**src/rtl/pulse_counter.sv**
```systemverilog
// pulse_counter: CHANNELS independent pulse counters sharing one terminal count.
// Each channel counts qualified pulses up to N = max(termCount,1). When it
// reaches N it emits a one-cycle registered pulse on pulseOut. In one-shot
// mode the channel then halts and sets its done flag.
// Optional readback port: define PULSE_COUNTER_READ_EN to add sel/countOut.
module pulse_counter #(
    parameter int CHANNELS = 4,
    parameter int WIDTH    = 8,
    // One extra bit so that an out-of-range channel index can be expressed
    localparam int SEL_W   = $clog2(CHANNELS) + 1
) (
    input  logic                Clk,
    input  logic                Rst,
    input  logic                En,
    input  logic                mode,
    input  logic [WIDTH-1:0]    termCount,
    input  logic [CHANNELS-1:0] pulseIn,
    input  logic [CHANNELS-1:0] clear,
`ifdef PULSE_COUNTER_READ_EN
    input  logic [SEL_W-1:0]    sel,
    output logic [WIDTH-1:0]    countOut,
`endif
    output logic [CHANNELS-1:0] pulseOut,
    output logic [CHANNELS-1:0] done
);

    typedef enum logic {
        COUNTING = 1'b0,
        HALTED   = 1'b1
    } state_t;

    state_t              state     [CHANNELS];
    state_t              stateNext [CHANNELS];
    logic [WIDTH-1:0]    count     [CHANNELS];
    logic [WIDTH-1:0]    countNext [CHANNELS];
    logic [CHANNELS-1:0] terminal;
    logic [CHANNELS-1:0] pulseNext;
    logic [CHANNELS-1:0] doneNext;
    logic [WIDTH-1:0]    limit;

    // Last count value before wrap; termCount of zero is treated as one
    always_comb begin
        limit = '0;
        if (termCount != '0) begin
            limit = termCount - WIDTH'(1);
        end
    end

    // A terminal pulse is a counted pulse that lands at or past N-1; clear overrides it
    always_comb begin
        terminal = '0;
        for (int i = 0; i < CHANNELS; i++) begin
            terminal[i] = (state[i] == COUNTING) && En && pulseIn[i] &&
                          !clear[i] && (count[i] >= limit);
        end
    end

    // Per-channel state and count registers, cleared immediately on reset
    always_ff @(posedge Clk or posedge Rst) begin
        if (Rst) begin
            for (int i = 0; i < CHANNELS; i++) begin
                state[i] <= COUNTING;
                count[i] <= '0;
            end
        end else begin
            for (int i = 0; i < CHANNELS; i++) begin
                state[i] <= stateNext[i];
                count[i] <= countNext[i];
            end
        end
    end

    // Next state and count: clear re-arms, HALTED is left only by clear or reset
    always_comb begin
        for (int i = 0; i < CHANNELS; i++) begin
            stateNext[i] = state[i];
            countNext[i] = count[i];
            if (clear[i]) begin
                stateNext[i] = COUNTING;
                countNext[i] = '0;
            end else if (state[i] == COUNTING && En && pulseIn[i]) begin
                if (terminal[i]) begin
                    countNext[i] = '0;
                    stateNext[i] = mode ? HALTED : COUNTING;
                end else begin
                    countNext[i] = count[i] + WIDTH'(1);
                end
            end
        end
    end

    // Output decode: pulse follows a terminal event, done latches on one-shot completion
    always_comb begin
        pulseNext = terminal;
        doneNext  = '0;
        for (int i = 0; i < CHANNELS; i++) begin
            if (clear[i]) begin
                doneNext[i] = 1'b0;
            end else begin
                doneNext[i] = done[i] | (terminal[i] & mode);
            end
        end
    end

    // Registered outputs so pulseOut is glitch-free and exactly one cycle late
    always_ff @(posedge Clk or posedge Rst) begin
        if (Rst) begin
            pulseOut <= '0;
            done     <= '0;
        end else begin
            pulseOut <= pulseNext;
            done     <= doneNext;
        end
    end

`ifdef PULSE_COUNTER_READ_EN
    // Registered readback of the selected channel count; unknown channels read zero
    always_ff @(posedge Clk or posedge Rst) begin
        if (Rst) begin
            countOut <= '0;
        end else begin
            countOut <= '0;
            for (int i = 0; i < CHANNELS; i++) begin
                if (sel == SEL_W'(i)) begin
                    countOut <= count[i];
                end
            end
        end
    end
`endif

endmodule

```
**config.mk**
```make
export PLATFORM = sky130hd
export DESIGN_NAME = pulse_counter
export DESIGN_NICKNAME = d
export VERILOG_FILES = /design/src/rtl/pulse_counter.sv
export SDC_FILE = /design/constraint.sdc
export NUM_CORES = 1
export LEC_CHECK = 0
export CORE_UTILIZATION = 63
export DETAILED_ROUTE_END_ITERATION = 10
export GPL_TIMING_DRIVEN = 0
export PLACE_DENSITY = 0.92
export SYNTH_ARGS = -nofsm -noshare
export SYNTH_HDL_FRONTEND = slang
export SYNTH_SLANG_ARGS = --single-unit
```
**constraint.sdc**
```tcl
create_clock -name Clk -period 5.25 [get_ports Clk]
set_clock_uncertainty 0.05 [all_clocks]
set_input_delay 1.3125 -clock Clk [delete_from_list [all_inputs] [get_ports Clk]]
set_output_delay 1.3125 -clock Clk [all_outputs]
set_load 0.03 [all_outputs]
```
# Yosys cells after proc, flatten, opt, wreduce, memory -nomap -nowiden
# Cells that the tools add are included.
[op_classes]
addsub = 5
n_lt_le_gt_ge = 4
mux = 30
bitwise_logic = 12
n_reduce_logical = 33
[ops]
columns = ["op", "n"]
rows = [
  ["2-to-1 mux 8 bit", 13],
  ["adder 8 x 1 -> 8 bit (second input constant)", 4],
  ["greater-or-equal comparator 8 bit", 4],
  ["2-to-1 mux 1 bit", 17],
  ["logical AND 1 bit", 16],
  ["nonzero test 2 bit", 8],
  ["AND reduction 2 bit", 4],
  ["nonzero test 8 bit", 1],
  ["subtractor 8 x 1 -> 8 bit (second input constant)", 1],
  ["bitwise AND 1 bit", 4],
  ["zero test 1 bit", 4],
  ["NOT 1 bit", 4],
  ["OR 1 bit", 4],
]
[totals]
ff_bits = 44
input_bits = 20
output_inout_bits = 8
wordCells = 94

# Longest topological paths before layout
# Gate-level depths: netlist of run 1.
[logic_depth]
depth_word = 8
ltp_mapped = 12
depth_no_buf = 12

# Least setup slack after synthesis of run 1
# No wires, ideal clock.
[synth_timing]
path_type = "input to register"
start = "in termCount[0]"
end = "reg count[8] (netlist bit)"
setup_ns = 0.095
arrival_ns = 3.904
required_time_ns = 5.105
setup_slack_ns = 1.200
stages = 12
path_buffers = 0
path_cell_list = "inv_1 ha_1 nor2b_1 nand3b_1 or3_1 and2_1 ha_1 nand2b_1 a2111oi_4 o22ai_1 or4_1 o31ai_1"
[synth_via]
elab_chain_cells = 7
elab_cells_between_ends = 8
cone_classes = "add/sub (1); order compare (1); mux (4); reduce/logical (2)"
[synth_lines]
columns = ["element", "line_no", "source"]
rows = [
  ["from (decl)", "16", "input logic [WIDTH-1:0] termCount,"],
  ["subtractor 8 x 1 -> 8 bit / nonzero test 8 bit (equally long branches)", "45, 44", ""],
  ["2-to-1 mux 8 bit *", "44", "if (termCount != '0) begin"],
  ["greater-or-equal comparator 8 bit *", "54", "!clear[i] && (count[i] >= limit);"],
  ["logical AND 1 bit *", "54", ""],
  ["2-to-1 mux 8 bit *", "82", "if (terminal[i]) begin"],
  ["2-to-1 mux 8 bit *", "81", "end else if (state[i] == COUNTING && En && pulseIn[i]) begin"],
  ["2-to-1 mux 8 bit *", "78", "if (clear[i]) begin"],
  ["to (signal, indexed assignment)", "68", "count[i] <= countNext[i];"],
  ["to (decl)", "34", "logic [WIDTH-1:0] count [CHANNELS];"],
]
# Mark *: on every way between the ends. The rest lies on a longest branch, timed or not. The select of a mux whose other input is x is not followed.
# A chain may end at the register's enable or synchronous reset.

# Final worst setup path of run 1
[layout_timing]
start = "in termCount[0]"
end = "reg count[22] (netlist bit)"
# Same word-level chain as after synthesis.

==> metrics.md, run 1 <==
| Metric | Value |
|---|---|
| Status | finished clean |
| Fraction of registers with async set/reset | 1.000 |
| Setup WS post-layout | 503.0 ps |
| Synth Flop Type | dfrtp_1 |
| Final hold vios | 0 |
| Pwr Density | about 190 nW/um^2 |
| Vias in the first global route | 2705 |
| # setup viols final | 0 |
| CTS tree | yes |
| Max Cap Viol | 0 |
| Least-Margin Pin Slew | between 500 and 600 ps |
| DRT iter0 DRCs | 264 |
| Max_slew headroom | 0.6043 |
| Routed wire length | ~7.2 mm |
| Most common cell in the netlist | dfrtp_1 |
| WS Path Type | input pin to flop |
| DR pass1 iterations | 5 |
| Clock Pin Slew Worst Setup and Hold Paths | approximately 90 ps |
| WL/cell | 16.41 um |
| Post-DRT Antenna Nets | 0 |
| Synth cell types | between 40 and 50 |
| Clk sinks | 44 |
| Post-CTS sizing | 0 |
| Maximum VDD drop | approximately 0.13 mV |
| Unrepaired setup endpoints after global routing | no |
| Layout area overhead | 14.52% |
| Clock Tree Root | clkbuf_8 |
| Fin nets | ~430 |
| DIE AREA | about 5300 um^2 |
| Detailed Place HPWL | roughly 5.4 mm |
| Num rows | 25 |
| Via Count | roughly 2800 |
| TritonCTS Buffers | 5 |
| Slowest CP cell | clkdlybuf4s50_1 |
| Syn Inst Count | around 340 |
| H-tree levels | 2 |
| Slew Limit Fails | 0 |
| Core Box Area | between 4000 and 5000 um^2 |
| Die Y | 72.65 um |
| Gpl congestion | 0.8175 |
| Crit path arrival time | between 4000 and 5000 ps |
| Worst path max stage delay | approximately 440 ps |
| Port bufs | 26 |
| Commonest cells in the netlist | dfrtp_1 (44), nand2_1 (38), nand3_1 (38), ha_1 (37), inv_1 (25) |
| Leakage power | between 1.5 and 2 nW |
| Leading area contributor after synthesis | dfrtp_1 |
| Warnings from Yosys | 0 |
| Final worst-path cycle share | 0.9042 |
| Crit-path cells | clkdlybuf4s50_1 > inv_1 > ha_1 > nor2b_1 > nand3b_1 > or3_1 > o21ai_0 > ha_1 > a211oi_1 > o21ai_0 > a21oi_1 > nand2_1 > o311ai_0 |
| R2r setup slk | around 2900 ps |
| Vias per Instance | 6.334 |
| Number of synthesized register bits | 44 |
| FMAX | 210.7 MHz |
| Initial antenna violation count | 0 |
| Total Routing Usage GR | 0.2951 |
| Post CTS Setup Buffer Count | 0 |
| Worst Setup End Kind | flop |
| Mean Syn Cell Area | slightly above 9 um^2 |
| Register area share after synthesis | 0.3502 |
| Crit path launch type | input pin |
| CTS Hold Buffers Added | 0 |
| Boundary Pins | 28 |
| Max FO, Critical Path | 6 |
| Largest cells by area after synthesis | dfrtp_1 (35%), ha_1 (15%), nand3_1 (6.0%), o311ai_2 (5.2%), nand2_1 (4.5%) |
| Synth Cell Area | roughly 3100 um^2 |
| Die Span X | 72.65 um |
| Pre-CTS WS | 259.3 ps |
| Buffer levels on the longest clock path | 2 |
| Pin count of the biggest net entering global routing | 27 |
| Initial core utilization | 0.6613 |
| Hold Path Class | flop to flop |
| Post-synth top area share | 0.3502 |
| Total gr overflow | 0 |
| CP delay by family, top | compound AO/OA/AOI/OAI gates |
| Layout cell share with drive strength beyond 1 | 0.09651 |
| Clock Latency Late Sink | ~300 ps |
| Crit path buffers/inverters | 2 |
| Post-synth EDFFs | 0 |
| Post-route minimum period | 4747 ps |
| Worst Path Required | between 5000 and 6000 ps |
| First-pass GRT wire length | 12.05 mm |
| Ant diodes | 0 |
| Post-Syn Nets | about 400 |
| DRC viols | 0 |
| Setup_tns | 0 ps |
path summary, 6_finish.rpt:
kind / cells after the start / startpoint / to
worst max-delay path: 13 / termCount[0] / count[22]$_DFFE_PP0P_
max in group asynchronous: 3 / Rst / count[24]$_DFFE_PP0P_
worst min register to register: 2 / done[0]$_DFF_PP0_ / done[0]$_DFF_PP0_
min in group asynchronous: 2 / Rst / pulseOut[3]$_DFF_PP0_
worst min-delay path: 2 / done[0]$_DFF_PP0_ / done[0]$_DFF_PP0_
worst max register to register: 6 / count[18]$_DFFE_PP0P_ / count[22]$_DFFE_PP0P_
report_power, final:
part           internal [mW]  switching [mW]
clock network          0.105           0.121
logic                 0.0467          0.0656
registers              0.342         0.00420
total                  0.494           0.191
placed cells by master, fill, tap and decap left out, types with 5 or more instances in the layout:
| cell | instances |
|---|---|
| ha_1 | 37 |
| clkdlybuf4s50_1 | 26 |
| nor2_1 | 10 |
| nand3_1 | 38 |
| o21ai_0 | 19 |
| nand2b_1 | 5 |
| clkbuf_8 | 6 |
| or2_2 | 7 |
| nand2_1 | 38 |
| o21a_1 | 5 |
| and3_1 | 7 |
| o311ai_2 | 10 |
| dfrtp_1 | 44 |
| a21oi_1 | 19 |
| inv_1 | 24 |
| nor2b_1 | 5 |
| a211oi_1 | 6 |
| o311ai_0 | 7 |
cell families (layout without fill, tap and decap cells):
logic type | Yosys count | in the layout | synth area share
muxes | 1 | 1 | 0.003184
and+or+nand+nor | 136 | 136 | 0.2232
buffers and inverters | 28 | 63 | 0.03343
AOI/OAI and AO/OA | 89 | 89 | 0.2344
adders and majority gates | 37 | 37 | 0.1472
DFF | 44 | 44 | 0.3502
xor gates and xnor gates | 3 | 3 | 0.008358
sequential cells by signal, summed over array words and instances (netlist names):
register	cells
count	32
done	4
pulseOut	4
state	4
metrics by stage:
step,hold slack (ps),power [mW],area [um^2],instances,util
6_report,471.6,0.6847,3601,440,0.7574
5_1_grt,496.7,0.7143,3601,440,0.7574
4_1_cts,471.9,0.6850,3601,440,0.7574
3_5_place_dp,459.9,0.4628,3508,432,0.7379
3_3_place_gp,449.1,0.4559,3488,431,0.7337
2_1_floorplan,438.8,0.4226,3144,338,-
final cells by class:
type / instances / area [um^2]
Clock buffer: 6 / 82.58
Fill cell: 340 / 1154
Timing Repair Buffer: 27 / 280.3
Clock inverter: 2 / 10.01
Multi-Input combinational cell: 266 / 1938
Inverter: 25 / 93.84
Buffer: 3 / 11.26
Sequential cell: 44 / 1101
Tap cell: 67 / 83.83
tightest hold or removal path, delay by kind of cell, from the launching register on:
kind            cells  cell delay, ps
compound gates      1              50
flops               1             380
buf+inv             1              50
routing by layer:
| metal | wire length (um) | GRT usage | part of all wire | vias up |
|---|---|---|---|---|
| li1 | - | - | - | 1344 |
| met1 | 3118 | 0.3777 | 0.43 | 1318 |
| met2 | 3572 | 0.4912 | 0.49 | 105 |
| met3 | 351 | 0.04420 | 0.049 | 20 |
| met4 | 177 | 0.1416 | 0.025 | 0 |
| met5 | 0 | 0 | 0 | - |
Note: power is estimated with default switching activity, not from simulation.
==> inputs of run 2 (changes only) <==
REMOVE_ABC_BUFFERS = 1   (was default)
==> metrics.md, run 2 (synthesis results as in run 1) <==
| Metric | Value |
|---|---|
| Maximum VDD drop | 0.1337 mV (was 0.1272 mV) |
| Detailed Place HPWL | 5.484 mm (was 5.405 mm) |
| DRT iter0 DRCs | 231 (was 264) |
| Most frequent cells in the layout | dfrtp_1 (44), nand3_1 (38), nand2_1 (38) (unchanged) |
| Routed wire length | 7.142 mm (was 7.219 mm) |
| Vias in the first global route | 2746 (was 2705) |
| Boundary Pins | 28 (unchanged) |
| Biggest register | count (unchanged) |
| Total Routing Usage GR | 0.2976 (was 0.2951) |
| WL/cell | 16.34 um (was 16.41 um) |
| Max_slew headroom | 0.5866 (was 0.6043) |
| Crit-path cells | clkdlybuf4s50_1 > inv_1 > ha_1 > nor2b_1 > nand3b_1 > or3_1 > o21ai_0 > ha_1 > a211oi_1 > o21ai_0 > a21oi_1 > nand2_1 > o311ai_0 (unchanged) |
| Post-route minimum period | 4840 ps (was 4747 ps) |
| Hold Path Class | flop to flop (unchanged) |
| Unrepaired setup endpoints after global routing | no (unchanged) |
| Buffer levels on the longest clock path | 2 (unchanged) |
| Worst path max stage delay | 450 ps (was 440 ps) |
| Worst Setup End Kind | flop (unchanged) |
| Slew Limit Fails | 0 (unchanged) |
| DRC viols | 0 (unchanged) |
| Max FO, Critical Path | 6 (unchanged) |
| Fin nets | 427 (was 429) |
| Clock Pin Slew Worst Setup and Hold Paths | 80 ps (was 90 ps) |
| CTS Hold Buffers Added | 0 (unchanged) |
| Post-CTS sizing | 0 (unchanged) |
| Num rows | 25 (unchanged) |
| Final-layout fill cell count | 334 (was 340) |
| Core Box Area | 4755 um^2 (unchanged) |
| Crit path launch type | input pin (unchanged) |
| Max Cap Viol | 0 (unchanged) |
| Post-DRT Antenna Nets | 0 (unchanged) |
| Final hold vios | 0 (unchanged) |
| Least-Margin Pin Slew | 613.6 ps (was 590.0 ps) |
| Setup_tns | 0 ps (unchanged) |
| Vias per Instance | 6.375 (was 6.334) |
| Clk sinks | 44 (unchanged) |
| Pin count of the biggest net entering global routing | 24 (was 27) |
| Setup WS post-layout | 409.9 ps (was 503.0 ps) |
| Tot Pwr | 0.6943 mW (was 0.6847 mW) |
| Most common cell after layout, fill and taps aside | dfrtp_1 (unchanged) |
| Final worst-path cycle share | 0.9219 (was 0.9042) |
| Crit path launch | termCount[0] (unchanged) |
| Gpl congestion | 0.8362 (was 0.8175) |
| Clock Tree Root | clkbuf_8 (unchanged) |
| # setup viols final | 0 (unchanged) |
| CTS tree | yes (unchanged) |
| WS Path Type | input pin to flop (unchanged) |
| Pwr Density | 192.3 nW/um^2 (was 190.2 nW/um^2) |
| DR pass1 iterations | 4 (was 5) |
| Leakage power | 1.567 nW (was 1.564 nW) |
| Initial core utilization | 0.6613 (unchanged) |
| Initial antenna violation count | 0 (unchanged) |
| Hold WS | 469.2 ps (was 471.6 ps) |
| Total gr overflow | 0 (unchanged) |
| Die Y | 72.65 um (unchanged) |
| Layout cell share with drive strength beyond 1 | 0.09459 (was 0.09651) |
| Cell Count, Final, Fillers Out | 437 (was 440) |
| Worst Path Required | 5380 ps (was 5370 ps) |
| Cells on worst reg2reg path | 6 (unchanged) |
| H-tree levels | 2 (unchanged) |
| Layout area overhead | 14.84% (was 14.52%) |
| Min-delay src | done[2]$_DFF_PP0_ (was done[0]$_DFF_PP0_) |
| Port bufs | 27 (was 26) |
| Status | finished clean (unchanged) |
| TritonCTS Buffers | 5 (unchanged) |
| Crit path arrival time | 4970 ps (was 4870 ps) |
| Largest register FFs | 32 (unchanged) |
| Cell depth of the worst hold path | 2 (unchanged) |
| Ant diodes | 0 (unchanged) |
| Pre-CTS WS | 128.4 ps (was 259.3 ps) |
| FMAX | 206.6 MHz (was 210.7 MHz) |
| Number of instances in the placed design | 430 (was 432) |
| Die Span X | 72.65 um (unchanged) |
| DIE AREA | 5277 um^2 (unchanged) |
| Post CTS Setup Buffer Count | 0 (unchanged) |
| First-pass GRT wire length | 12.14 mm (was 12.05 mm) |
| Clock Latency Late Sink | 300 ps (about the same) |
| Critical register-to-register path startpoint | count[18]$_DFFE_PP0P_ (unchanged) |
| Slowest CP cell | clkdlybuf4s50_1 (unchanged) |
| Via Count | 2786 (was 2787) |
==> run 2: cell types whose count changed in the layout (fill, tap and decap cells not counted), sizes merged <==
cell | previous run | this run
clkbuf | 9 | 7
clkinv | 2 | 0
clkdlybuf4s50 | 26 | 27
==> run 2: metal layers <==
metal  vias to the layer above  part of all wire  wire length (um)  GRT usage
met4                         0             0.039               276     0.1612
met2                        93              0.47              3379     0.4849
met3                        28             0.054               388    0.05801
met1                      1328              0.43              3099     0.3740
li1                       1337                 -                 -          -
met5                         -                 0                 0          0
==> run 2: area by class of cell <==
cell class / instances / area, um^2 / area share
clock buffers: 7 / 96.34 / 0.02668
multi-input cells: 266 / 1938 / 0.5367
flip-flops and latches: 44 / 1101 / 0.3049
repair buffers: 28 / 297.8 / 0.08247
well taps: 67 / 83.83 / 0.02322
inverters: 25 / 93.84 / 0.02599
==> run 2: through the flow <==
step | instance area [um^2] | utilization
after detailed placement | 3515 | 0.7392
after CTS | 3611 | 0.7595
final | 3611 | 0.7595
after floorplan | 3133 | -
after global placement | 3487 | 0.7334
after global routing | 3611 | 0.7595
==> run 2: final timing paths <==
path                                               to  slack [ps]
worst max-delay path            count[23]$_DFFE_PP0P_         410
worst min-delay path                done[2]$_DFF_PP0_         470
worst max register to register  count[23]$_DFFE_PP0P_        2850
worst min register to register      done[2]$_DFF_PP0_         470
max in group asynchronous       count[25]$_DFFE_PP0P_        3350
min in group asynchronous        count[7]$_DFFE_PP0P_        1310
==> run 2: worst max-delay path: cells and delay by family <==
family	cells	cell delay (ps)
buffers and inverters	2	540
adder cells (fa/ha/maj)	2	530
AO/OA/AOI/OAI	5	1530
AND/OR/NAND/NOR	4	1060
==> run 2: power by group <==
part / internal [mW] / switching [mW] / leakage, nW
clock: 0.117 / 0.117 / 0.0503
combinational: 0.0474 / 0.0659 / 0.905
sequential: 0.342 / 0.00425 / 0.612
==> inputs of run 3 (changes only) <==
CORE_UTILIZATION = 53   (was 63)
PLACE_DENSITY = 0.83   (was 0.92)
REMOVE_ABC_BUFFERS = default   (was 1)
clock period = 4 ns   (was 5.25 ns; I/O delays follow)
==> metrics.md, run 3 (synthesis results as in run 1) <==
| Metric | Value |
|---|---|
| DRT iter0 DRCs | 111 (was 231) |
| Layout cell share with drive strength beyond 1 | 0.1402 (was 0.09459) |
| Initial antenna violation count | 0 (unchanged) |
| Clock Tree Root | clkbuf_8 (unchanged) |
| Setup WS post-layout | 213.1 ps (was 409.9 ps) |
| Worst Setup End Kind | flop (unchanged) |
| Clk sinks | 44 (unchanged) |
| Boundary Pins | 28 (unchanged) |
| Detailed Place HPWL | 5.565 mm (was 5.484 mm) |
| Switch share | 0.2726 (was 0.2699) |
| Final-layout fill cell count | 459 (was 334) |
| FMAX | between 200 and 300 MHz |
| WS Path Type | input pin to flop (unchanged) |
| Via Count | 2803 (was 2786) |
| Leakage power | 1.637 nW (was 1.567 nW) |
| Clock Pin Slew Worst Setup and Hold Paths | 80 ps (about the same) |
| Max Cap Viol | 0 (unchanged) |
| Most frequent cells in the layout | dfrtp_1 (44), nand3_1 (38), nand2_1 (38) (unchanged) |
| Final hold vios | 0 (unchanged) |
| First-pass GRT wire length | 12.47 mm (was 12.14 mm) |
| Post-route minimum period | around 3800 ps |
| WL/cell | 16.49 um (was 16.34 um) |
| Gpl congestion | 0.8774 (was 0.8362) |
| Sequential share of power | 0.492 (was 0.499) |
| Power share of the combinational group | 0.174 (was 0.163) |
| Max_slew headroom | 0.6505 (was 0.5866) |
| DIE AREA | 6245 um^2 (was 5277 um^2) |
| Die Span X | 79.03 um (was 72.65 um) |
| M1 WL | 3.270 mm (was 3.099 mm) |
| Vias per Instance | 6.229 (was 6.375) |
| Maximum VDD drop | 0.2259 mV (was 0.1337 mV) |
| Routed wire length | 7.422 mm (was 7.142 mm) |
| Vias in the first global route | 2769 (was 2746) |
| Slew Limit Fails | 0 (unchanged) |
| Core Box Area | 5608 um^2 (was 4755 um^2) |
| Ant diodes | 0 (unchanged) |
| Total Routing Usage GR | 0.2539 (was 0.2976) |
| Pin count of the biggest net entering global routing | 24 (unchanged) |
| DR pass1 iterations | 4 (unchanged) |
| Metal3 WL | 243 um (was 388 um) |
| Buffer levels on the longest clock path | 2 (unchanged) |
| Port bufs | 26 (was 27) |
| Largest register FFs | 32 (unchanged) |
| Initial core utilization | 0.5607 (was 0.6613) |
| Total gr overflow | 0 (unchanged) |
| Max FO, Critical Path | 6 (unchanged) |
| Biggest register | count (unchanged) |
| H-tree levels | 2 (unchanged) |
| Pre-CTS WS | -897.3 ps (was 128.4 ps) |
| Setup_tns | 0 ps (unchanged) |
| Pwr Density | 247.5 nW/um^2 (was 192.3 nW/um^2) |
| TritonCTS Buffers | 5 (unchanged) |
| Num rows | 27 (was 25) |
| Hold Path Class | flop to flop (unchanged) |
| Fin nets | 435 (was 427) |
| Clock power frac | 0.334 (was 0.338) |
| CTS tree | yes (unchanged) |
| Unrepaired setup endpoints after global routing | no (unchanged) |
| Most common cell after layout, fill and taps aside | dfrtp_1 (unchanged) |
| Status | finished clean (unchanged) |
| # setup viols final | 0 (unchanged) |
| Max layer used | met4 (unchanged) |
| Crit path launch type | input pin (unchanged) |
| Die Y | 79.03 um (was 72.65 um) |
| Clock Latency Late Sink | 300 ps (about the same) |
| Least-Margin Pin Slew | 521.1 ps (was 613.6 ps) |
| WL met2 | 3.749 mm (was 3.379 mm) |
| NetSw | 0.2519 mW (was 0.1874 mW) |
| Layout area overhead | 18.70% (was 14.84%) |
| Worst Path Required | 4170 ps (was 5380 ps) |
| Post-DRT Antenna Nets | 0 (unchanged) |
| Final core utilization | 0.6656 (was 0.7595) |
| Final worst-path cycle share | 0.9467 |
| DRC viols | 0 (unchanged) |
| Crit path arrival time | 3950 ps (was 4970 ps) |
| Int Power | 0.6720 mW (was 0.5069 mW) |
==> run 3: power groups by stage <==
stage | sequential (mW) | combinational [mW] | clock, mW
3_5_place_dp | 0.463 | 0.148 | 0
2_1_floorplan | 0.462 | 0.0926 | 0
4_1_cts | 0.454 | 0.154 | 0.314
3_3_place_gp | 0.463 | 0.137 | 0
5_1_grt | 0.456 | 0.178 | 0.327
6_report | 0.455 | 0.161 | 0.308
==> run 3: cell type report <==
| cell class | instances | area (um^2) | area share |
|---|---|---|---|
| sequential | 44 | 1101 | 0.2950 |
| inverter | 25 | 93.84 | 0.02514 |
| buffer | 3 | 11.26 | 0.003017 |
| multi-input combinational | 266 | 2002 | 0.5364 |
| timing repair buffer | 33 | 337.8 | 0.09051 |
| tap | 72 | 90.09 | 0.02414 |
| clock buffer | 7 | 96.34 | 0.02581 |
==> run 3: routing by layer <==
layer | vias up | track usage
li1 | 1358 | -
met1 | 1357 | 0.3111
met2 | 71 | 0.4353
met3 | 17 | 0.04713
met4 | 0 | 0.1073
met5 | - | 0
==> run 3: worst max-delay path, cell delays in order <==
cell	delay [ps]
clkdlybuf4s50_1	480
nor2b_4	180
nand3b_1	110
or3_4	420
and2_4	190
ha_1	280
nand2b_4	150
a2111oi_4	450
o22ai_2	130
or4_1	480
o31ai_1	70
==> run 3: through the flow <==
stage / cells / hold slack (ps) / cell area [um^2] / power [mW]
floorplan: 338 / 438.8 / 3144 / 0.5547
finish: 450 / 473.6 / 3732 / 0.9239
global placement: 436 / 451.3 / 3495 / 0.6000
detailed placement: 437 / 461.7 / 3522 / 0.6111
global route: 450 / 492.7 / 3732 / 0.9612
CTS: 447 / 473.5 / 3677 / 0.9222
==> run 3: final timing paths <==
kind                            slack, ps  depth (start not counted)                     to            startpoint
worst max register to register       1790                          7   count[8]$_DFFE_PP0P_  count[8]$_DFFE_PP0P_
max in group asynchronous            2430                          3   count[5]$_DFFE_PP0P_                   Rst
worst min-delay path                  470                          2      done[1]$_DFF_PP0_     done[1]$_DFF_PP0_
worst min register to register        470                          2      done[1]$_DFF_PP0_     done[1]$_DFF_PP0_
min in group asynchronous             990                          2  count[29]$_DFFE_PP0P_                   Rst
worst max-delay path                  210                         11   count[8]$_DFFE_PP0P_          termCount[2]
==> run 3: repair_timing <==
action / CTS / global route
resized for setup: 10 / 10
buffers inserted: 3 / 3
setup endpoints to repair: 28 / 32
hold buffers: 0 / 0
pin swaps: 4 / 4
cloned: 0 / 0
